<file path="src/rtl/trap_ctrl_if.sv">
// Signal bundle between trap_ctrl and its surroundings: pipeline event inputs,
// CSR write port, and redirect/flush outputs.
interface trap_ctrl_if #(
    parameter int unsigned NUM_IRQ = 4
) ();
    // Pipeline event side
    logic               exc_valid;
    logic [4:0]         exc_code;
    logic [31:0]        exc_tval;
    logic [31:0]        pc;
    logic [NUM_IRQ-1:0] irq_pending;
    logic               sie;
    logic               sret_valid;
    logic [31:0]        stvec;
    logic [31:0]        sepc_q;

    // CSR write port
    logic               csr_wr_valid;
    logic [11:0]        csr_wr_addr;
    logic [31:0]        csr_wr_data;
    logic               csr_wr_ready;

    // Control outputs to the pipeline
    logic               busy;
    logic               redirect_valid;
    logic [31:0]        redirect_pc;
    logic               flush;
    logic               sie_clear;
    logic               sie_restore;

    // The sequencer's own view: it drives the CSR write port and redirect.
    modport master (
        input  exc_valid, exc_code, exc_tval, pc, irq_pending, sie, sret_valid,
        input  stvec, sepc_q, csr_wr_ready,
        output csr_wr_valid, csr_wr_addr, csr_wr_data,
        output busy, redirect_valid, redirect_pc, flush, sie_clear, sie_restore
    );

    modport slave (
        output exc_valid, exc_code, exc_tval, pc, irq_pending, sie, sret_valid,
        output stvec, sepc_q, csr_wr_ready,
        input  csr_wr_valid, csr_wr_addr, csr_wr_data,
        input  busy, redirect_valid, redirect_pc, flush, sie_clear, sie_restore
    );
endinterface

</file>
<file path="src/rtl/trap_ctrl.sv">
// Trap-entry/return sequencer: writes scause/sepc/stval over a valid/ready
// port, then issues a one-cycle PC redirect with pipeline flush.
module trap_ctrl #(
    parameter int unsigned NUM_IRQ = 4
) (
    input logic          clk,
    input logic          rst_n,
    trap_ctrl_if.master  bus
);

    localparam logic [11:0] AddrScause = 12'h142;
    localparam logic [11:0] AddrSepc   = 12'h141;
    localparam logic [11:0] AddrStval  = 12'h143;

    typedef enum logic [2:0] {
        StIdle,
        StWScause,
        StWSepc,
        StWStval,
        StRedirect
    } state_e;

    state_e      state_q, state_d;
    logic [31:0] cause_q, cause_d;
    logic [31:0] epc_q, epc_d;
    logic [31:0] tval_q, tval_d;
    logic        is_irq_q, is_irq_d;
    logic        is_sret_q, is_sret_d;
    logic [3:0]  irq_idx_q, irq_idx_d;
    logic [31:0] redirect_pc_q, redirect_pc_d;

    logic        csr_wr_valid_q, csr_wr_valid_d;
    logic [11:0] csr_wr_addr_q, csr_wr_addr_d;
    logic [31:0] csr_wr_data_q, csr_wr_data_d;
    logic        busy_q, busy_d;
    logic        redirect_valid_q, redirect_valid_d;
    logic        sie_clear_q, sie_clear_d;
    logic        sie_restore_q, sie_restore_d;

    logic        irq_any;
    logic [3:0]  irq_sel;
    logic        wr_done;
    logic [31:0] vec_base;
    logic [31:0] vec_offs;

    // Lowest-numbered pending line wins.
    always_comb begin
        irq_sel = '0;
        for (int i = int'(NUM_IRQ) - 1; i >= 0; i--) begin
            if (bus.irq_pending[i]) begin
                irq_sel = 4'(i);
            end
        end
    end

    assign irq_any  = |bus.irq_pending;
    assign wr_done  = csr_wr_valid_q && bus.csr_wr_ready;
    assign vec_base = bus.stvec & 32'hFFFF_FFFC;
    assign vec_offs = (bus.stvec[1:0] == 2'b01 && is_irq_q) ? {26'b0, irq_idx_q, 2'b00} : 32'h0;

    always_comb begin
        state_d       = state_q;
        cause_d       = cause_q;
        epc_d         = epc_q;
        tval_d        = tval_q;
        is_irq_d      = is_irq_q;
        is_sret_d     = is_sret_q;
        irq_idx_d     = irq_idx_q;
        redirect_pc_d = redirect_pc_q;

        case (state_q)
            StIdle: begin
                if (bus.exc_valid) begin
                    cause_d   = {27'b0, bus.exc_code};
                    epc_d     = bus.pc & 32'hFFFF_FFFC;
                    tval_d    = bus.exc_tval;
                    is_irq_d  = 1'b0;
                    is_sret_d = 1'b0;
                    irq_idx_d = '0;
                    state_d   = StWScause;
                end else if (bus.sie && irq_any) begin
                    cause_d   = 32'h8000_0000 | {28'b0, irq_sel};
                    epc_d     = bus.pc & 32'hFFFF_FFFC;
                    tval_d    = '0;
                    is_irq_d  = 1'b1;
                    is_sret_d = 1'b0;
                    irq_idx_d = irq_sel;
                    state_d   = StWScause;
                end else if (bus.sret_valid) begin
                    is_sret_d     = 1'b1;
                    redirect_pc_d = bus.sepc_q & 32'hFFFF_FFFC;
                    state_d       = StRedirect;
                end
            end
            StWScause: if (wr_done) state_d = StWSepc;
            StWSepc:   if (wr_done) state_d = StWStval;
            StWStval: begin
                // stvec is consumed only here, on the last write handshake.
                if (wr_done) begin
                    redirect_pc_d = vec_base + vec_offs;
                    state_d       = StRedirect;
                end
            end
            StRedirect: state_d = StIdle;
            default:    state_d = StIdle;
        endcase
    end

    // Outputs are derived from the next state so they can be registered.
    always_comb begin
        csr_wr_valid_d = 1'b0;
        csr_wr_addr_d  = '0;
        csr_wr_data_d  = '0;
        case (state_d)
            StWScause: begin
                csr_wr_valid_d = 1'b1;
                csr_wr_addr_d  = AddrScause;
                csr_wr_data_d  = cause_d;
            end
            StWSepc: begin
                csr_wr_valid_d = 1'b1;
                csr_wr_addr_d  = AddrSepc;
                csr_wr_data_d  = epc_d;
            end
            StWStval: begin
                csr_wr_valid_d = 1'b1;
                csr_wr_addr_d  = AddrStval;
                csr_wr_data_d  = tval_d;
            end
            default: begin
                csr_wr_valid_d = 1'b0;
            end
        endcase
        busy_d           = (state_d != StIdle);
        redirect_valid_d = (state_d == StRedirect);
        sie_clear_d      = (state_d == StRedirect) && !is_sret_d;
        sie_restore_d    = (state_d == StRedirect) && is_sret_d;
    end

    always_ff @(posedge clk) begin
        if (!rst_n) begin
            state_q          <= StIdle;
            cause_q          <= '0;
            epc_q            <= '0;
            tval_q           <= '0;
            is_irq_q         <= 1'b0;
            is_sret_q        <= 1'b0;
            irq_idx_q        <= '0;
            redirect_pc_q    <= '0;
            csr_wr_valid_q   <= 1'b0;
            csr_wr_addr_q    <= '0;
            csr_wr_data_q    <= '0;
            busy_q           <= 1'b0;
            redirect_valid_q <= 1'b0;
            sie_clear_q      <= 1'b0;
            sie_restore_q    <= 1'b0;
        end else begin
            state_q          <= state_d;
            cause_q          <= cause_d;
            epc_q            <= epc_d;
            tval_q           <= tval_d;
            is_irq_q         <= is_irq_d;
            is_sret_q        <= is_sret_d;
            irq_idx_q        <= irq_idx_d;
            redirect_pc_q    <= redirect_pc_d;
            csr_wr_valid_q   <= csr_wr_valid_d;
            csr_wr_addr_q    <= csr_wr_addr_d;
            csr_wr_data_q    <= csr_wr_data_d;
            busy_q           <= busy_d;
            redirect_valid_q <= redirect_valid_d;
            sie_clear_q      <= sie_clear_d;
            sie_restore_q    <= sie_restore_d;
        end
    end

    assign bus.csr_wr_valid   = csr_wr_valid_q;
    assign bus.csr_wr_addr    = csr_wr_addr_q;
    assign bus.csr_wr_data    = csr_wr_data_q;
    assign bus.busy           = busy_q;
    assign bus.redirect_valid = redirect_valid_q;
    assign bus.redirect_pc    = redirect_pc_q;
    assign bus.flush          = redirect_valid_q;
    assign bus.sie_clear      = sie_clear_q;
    assign bus.sie_restore    = sie_restore_q;

endmodule

</file>
<file path="src/flat_wrapper.sv">
// flat-port wrapper written by rule: the top's interface ports become plain ports
module trap_ctrl_flat 
#(
    parameter int unsigned NUM_IRQ = 4
)
  (clk, rst_n, bus_exc_valid, bus_exc_code, bus_exc_tval, bus_pc, bus_irq_pending, bus_sie, bus_sret_valid, bus_stvec, bus_sepc_q, bus_csr_wr_ready, bus_csr_wr_valid, bus_csr_wr_addr, bus_csr_wr_data, bus_busy, bus_redirect_valid, bus_redirect_pc, bus_flush, bus_sie_clear, bus_sie_restore);
  trap_ctrl_if #(.NUM_IRQ(NUM_IRQ)) bus_i ();
  input logic clk;
  input logic rst_n;
  input wire logic [$bits(bus_i.exc_valid)-1:0] bus_exc_valid;
  input wire logic [$bits(bus_i.exc_code)-1:0] bus_exc_code;
  input wire logic [$bits(bus_i.exc_tval)-1:0] bus_exc_tval;
  input wire logic [$bits(bus_i.pc)-1:0] bus_pc;
  input wire logic [$bits(bus_i.irq_pending)-1:0] bus_irq_pending;
  input wire logic [$bits(bus_i.sie)-1:0] bus_sie;
  input wire logic [$bits(bus_i.sret_valid)-1:0] bus_sret_valid;
  input wire logic [$bits(bus_i.stvec)-1:0] bus_stvec;
  input wire logic [$bits(bus_i.sepc_q)-1:0] bus_sepc_q;
  input wire logic [$bits(bus_i.csr_wr_ready)-1:0] bus_csr_wr_ready;
  output wire logic [$bits(bus_i.csr_wr_valid)-1:0] bus_csr_wr_valid;
  output wire logic [$bits(bus_i.csr_wr_addr)-1:0] bus_csr_wr_addr;
  output wire logic [$bits(bus_i.csr_wr_data)-1:0] bus_csr_wr_data;
  output wire logic [$bits(bus_i.busy)-1:0] bus_busy;
  output wire logic [$bits(bus_i.redirect_valid)-1:0] bus_redirect_valid;
  output wire logic [$bits(bus_i.redirect_pc)-1:0] bus_redirect_pc;
  output wire logic [$bits(bus_i.flush)-1:0] bus_flush;
  output wire logic [$bits(bus_i.sie_clear)-1:0] bus_sie_clear;
  output wire logic [$bits(bus_i.sie_restore)-1:0] bus_sie_restore;
  assign bus_i.exc_valid = bus_exc_valid;
  assign bus_i.exc_code = bus_exc_code;
  assign bus_i.exc_tval = bus_exc_tval;
  assign bus_i.pc = bus_pc;
  assign bus_i.irq_pending = bus_irq_pending;
  assign bus_i.sie = bus_sie;
  assign bus_i.sret_valid = bus_sret_valid;
  assign bus_i.stvec = bus_stvec;
  assign bus_i.sepc_q = bus_sepc_q;
  assign bus_i.csr_wr_ready = bus_csr_wr_ready;
  assign bus_csr_wr_valid = bus_i.csr_wr_valid;
  assign bus_csr_wr_addr = bus_i.csr_wr_addr;
  assign bus_csr_wr_data = bus_i.csr_wr_data;
  assign bus_busy = bus_i.busy;
  assign bus_redirect_valid = bus_i.redirect_valid;
  assign bus_redirect_pc = bus_i.redirect_pc;
  assign bus_flush = bus_i.flush;
  assign bus_sie_clear = bus_i.sie_clear;
  assign bus_sie_restore = bus_i.sie_restore;
  trap_ctrl #(.NUM_IRQ(NUM_IRQ)) u_core (.clk(clk), .rst_n(rst_n), .bus(bus_i));
endmodule
</file>
<file path="config.mk">
export PLATFORM = sky130hd
export DESIGN_NAME = trap_ctrl_flat
export DESIGN_NICKNAME = d
export VERILOG_FILES = /design/src/rtl/trap_ctrl_if.sv /design/src/rtl/trap_ctrl.sv /design/src/flat_wrapper.sv
export SDC_FILE = /design/constraint.sdc
export NUM_CORES = 1
export LEC_CHECK = 0
export BUFFER_PORTS_ARGS = -buffer_cell sky130_fd_sc_hd__buf_2
export CAP_MARGIN = 15
export CORE_MARGIN = 2
export CORE_UTILIZATION = 41
export DETAILED_ROUTE_END_ITERATION = 8
export GPL_TIMING_DRIVEN = 0
export HOLD_SLACK_MARGIN = 0.05
export PLACE_DENSITY_LB_ADDON = 0.25
export SKIP_LAST_GASP = 1
export SLEW_MARGIN = 30
export SYNTH_ARGS = -nofsm -noshare
export SYNTH_HDL_FRONTEND = slang
export SYNTH_SLANG_ARGS = --single-unit
</file>
<file path="constraint.sdc">
create_clock -name clk -period 2.6 [get_ports clk]
set_input_delay 0.26 -clock clk [delete_from_list [all_inputs] [get_ports clk]]
set_output_delay 0.26 -clock clk [all_outputs]
set_load 0.05 [all_outputs]
</file>
==> results by group <==
Outcome
  • Status: complete, no violations

Critical path
  • RR Endpoint: u_core.bus.redirect_pc[16]
  • Critical Path Fanout Max: 5
  • WP data arrival: 2.78 ns
  • Max stage delay on crit path: 0.47 ns
  • Critical path origin: u_core.is_irq_q
  • Worst endpoint required time: 2.97 ns
  • CP endpoint: u_core.bus.redirect_pc[16]
  • CP max-delay cell: nor4_1
  • CP cell instances: and4b_1, ha_1, fa_1, nand4_1, nor3_4, a211oi_1, nor4_1, a31o_1
  • RR Startpoint: u_core.is_irq_q
  • CP Capture Type: flop
  • R2r setup slk: 0.19 ns
  • CP Launch Type: flop
  • Setup Crit Path Kind: flop to flop
  • Worst r2r path cells: 8

Route
  • Highest metal used: met5
  • Post-route ant nets: 0
  • Drt first pass iters: 5
  • Met1 Wirelength: 9.20 mm
  • Via Count: 6524
  • Initial drt markers: 608
  • # DRC: 0
  • Post-Route WL: 21.3 mm
  • Via/cell ratio: 5.32
  • WL met3: 1.72 mm
  • WL/cell: 17.3 um
  • Met2 WL: 9.78 mm

STA
  • Tightest Pin Transition: 0.772 ns
  • Clk_skew: 0.00865 ns
  • Finish-stage setup viols: 0
  • Crit share post-route: 0.927
  • Final hold violation count: 0
  • Slew margin rel.: 0.482
  • Max Fclk: 0.415 GHz
  • Tmin final: 2.41 ns
  • RSZ-0062 raised after global routing: false
  • Max-slew violations: 0

Run
  • Max Cap Viol: 0

Synthesis
  • FFs w/ async S/R, synth: 0
  • Ys Warns: 0
  • Synth cell types: 62
  • Post-synth EDFFs: 0
  • Syn Inst Count: 757
  • Synth Flop Type: dfxtp_1
  • Mapped Avg Cell Area: 9.13 um^2
  • Mapped cell area: 0.00691 mm^2
  • Seq/Total Area, Yosys: 0.501
  • #FFs+latches synth: 173

Layout
  • Most frequent cells in the layout: buf_2, dfxtp_1, nand2_1, nor2_1, a21oi_1
  • P&R area growth vs syn: 29.2%
  • Share of cells above drive strength 1: 0.295
  • Utilization after layout: 0.540
  • Most common cell after layout, fill and taps aside: buf_2
  • Fin cells: 1227
  • Final #Nets: 1140

Floorplanning
  • Die span in x: 134 um
  • Die Ht: 134 um
  • # IOs: 225
  • Die Footprint: 0.0179 mm^2
  • Initial Utilization: 0.418
  • FP Rows: 47
  • CORE AREA: 0.0165 mm^2

CTS
  • Inserted Clock Buffers: 17
  • Clock sinks: 173
  • Clk slew on worst S/H paths: 0.07 ns
  • H-tree levels: 4
  • Deepest clock path buffer count: 2
  • Worst-skew pair later-pin latency: 0.43 ns
  • CTS hold repair buffers: 0
  • Root Driver: clkbuf_16
  • CTS tree: done

Global route
  • GRT Resource Usage Total: 0.238
  • First-pass GRT wire length: 33.1 mm
  • Overflow after GRT: 0
  • Largest net degree at the start of global routing: 17
  • Vias in the first global route: 6296
  • Initial antenna violation count: 1

Placed design
  • Hpwl dp: 15.5 mm
  • Inst Count DP: 1195
  • GP Congestion: 0.860
  • Port Buffers: 209

Power and ir drop
  • Pwr/cell area: 757 mW/mm^2
  • Maximum vdd drop: 0.000482 V
  • Leakage power: 0.00396 uW

Worst hold path
  • Hold Path Class: input pin to flop
## worst min-delay path by stage
stage	start	to	slack (ns)	cells after the start
2_1_floorplan	bus_pc[10]	u_core.epc_q[10]	0.40	2
3_3_place_gp	u_core.cause_q[31]	u_core.cause_q[31]	0.43	2
3_5_place_dp	u_core.cause_q[31]	u_core.cause_q[31]	0.44	2
4_1_cts	bus_pc[13]	u_core.epc_q[13]	0.06	3
5_1_grt	bus_pc[23]	u_core.epc_q[23]	0.06	3
6_report	bus_pc[13]	u_core.epc_q[13]	0.06	3
## synthesized netlist by cell type, types with 14 or more instances
library cell,number,area [um^2]
a22oi_1,30,225
a222oi_1,26,260
buf_4,14,105
nor2_1,84,315
a21oi_1,54,270
and3_1,30,188
xor2_1,16,140
and2_1,16,100
nand3_1,22,110
nand2_1,91,342
buf_2,24,120
dfxtp_1,173,3460
clkbuf_1,30,113
## registers in the layout (all words and copies together), names as in the netlist, 2 cells and up
register,cells
u_core.bus.csr_wr_data,32
u_core.cause_q,32
u_core.epc_q,32
u_core.tval_q,32
u_core.bus.redirect_pc,30
u_core.bus.csr_wr_addr,3
u_core.state_q,3
u_core.irq_idx_q,2
## area by class of cell
class / instances / area [um^2]
inverter: 10 / 37.5
fill: 1549 / 7600
antenna: 1 / 2.50
clock buffer: 18 / 439
tap: 220 / 275
timing repair buffer: 210 / 1050
buffer: 70 / 360
multi-input combinational: 512 / 3090
sequential: 173 / 3460
clock inverter: 13 / 203
## worst max-delay path: cells and delay by family, from the launching register on
| family | cells | cell delay [ns] |
|---|---|---|
| AOI/OAI and AO/OA | 2 | 0.27 |
| adders and majority gates | 2 | 0.48 |
| DFF | 1 | 0.35 |
| and+or+nand+nor | 4 | 1.25 |
## cells by family (layout without fill, tap and decap cells)
kind of cell,after synthesis,after routing,synth area share
simple gates,287,287,0.201
compound gates,177,177,0.186
flops,173,173,0.501
buf+inv,81,321,0.0581
xor+xnor,24,24,0.0304
mux,11,11,0.0159
fa+ha+maj,3,3,0.00652
other cells,1,11,0.000543
## per-stage QoR
step	instance area [um^2]	setup slack [ns]	setup TNS, ns	hold slack [ns]	power (uW)
after floorplan	6940	0.548	0	0.396	3630
after global placement	8270	-0.152	-0.152	0.433	4020
after detailed placement	8270	-0.153	-0.153	0.441	4030
after CTS	8910	0.0161	0	0.0557	6780
after global routing	8920	0.0467	0	0.0638	7030
final	8920	0.191	0	0.0645	6750
## power breakdown
part | internal, uW | switching, uW | leakage, uW
Sequential | 2790 | 67.9 | 0.00141
Combinational | 351 | 764 | 0.00224
Clock | 1660 | 1120 | 0.000318
Total | 4800 | 1950 | 0.00396
## layer usage
metal | GRT usage | vias to the layer above
li1 | - | 3177
met1 | 0.309 | 3027
met2 | 0.382 | 277
met3 | 0.0620 | 41
met4 | 0.0869 | 2
met5 | 0 | -
## what timing repair did
item | 4_1_cts | 5_1_grt
resized for setup | 1 | 1
setup endpoints to repair | 1 | 11
pin swaps | 0 | 1
hold endpoints to repair | 0 | 0
setup buffers | 0 | 1
gates cloned | 0 | 0
(Power assumes the default switching activity.)
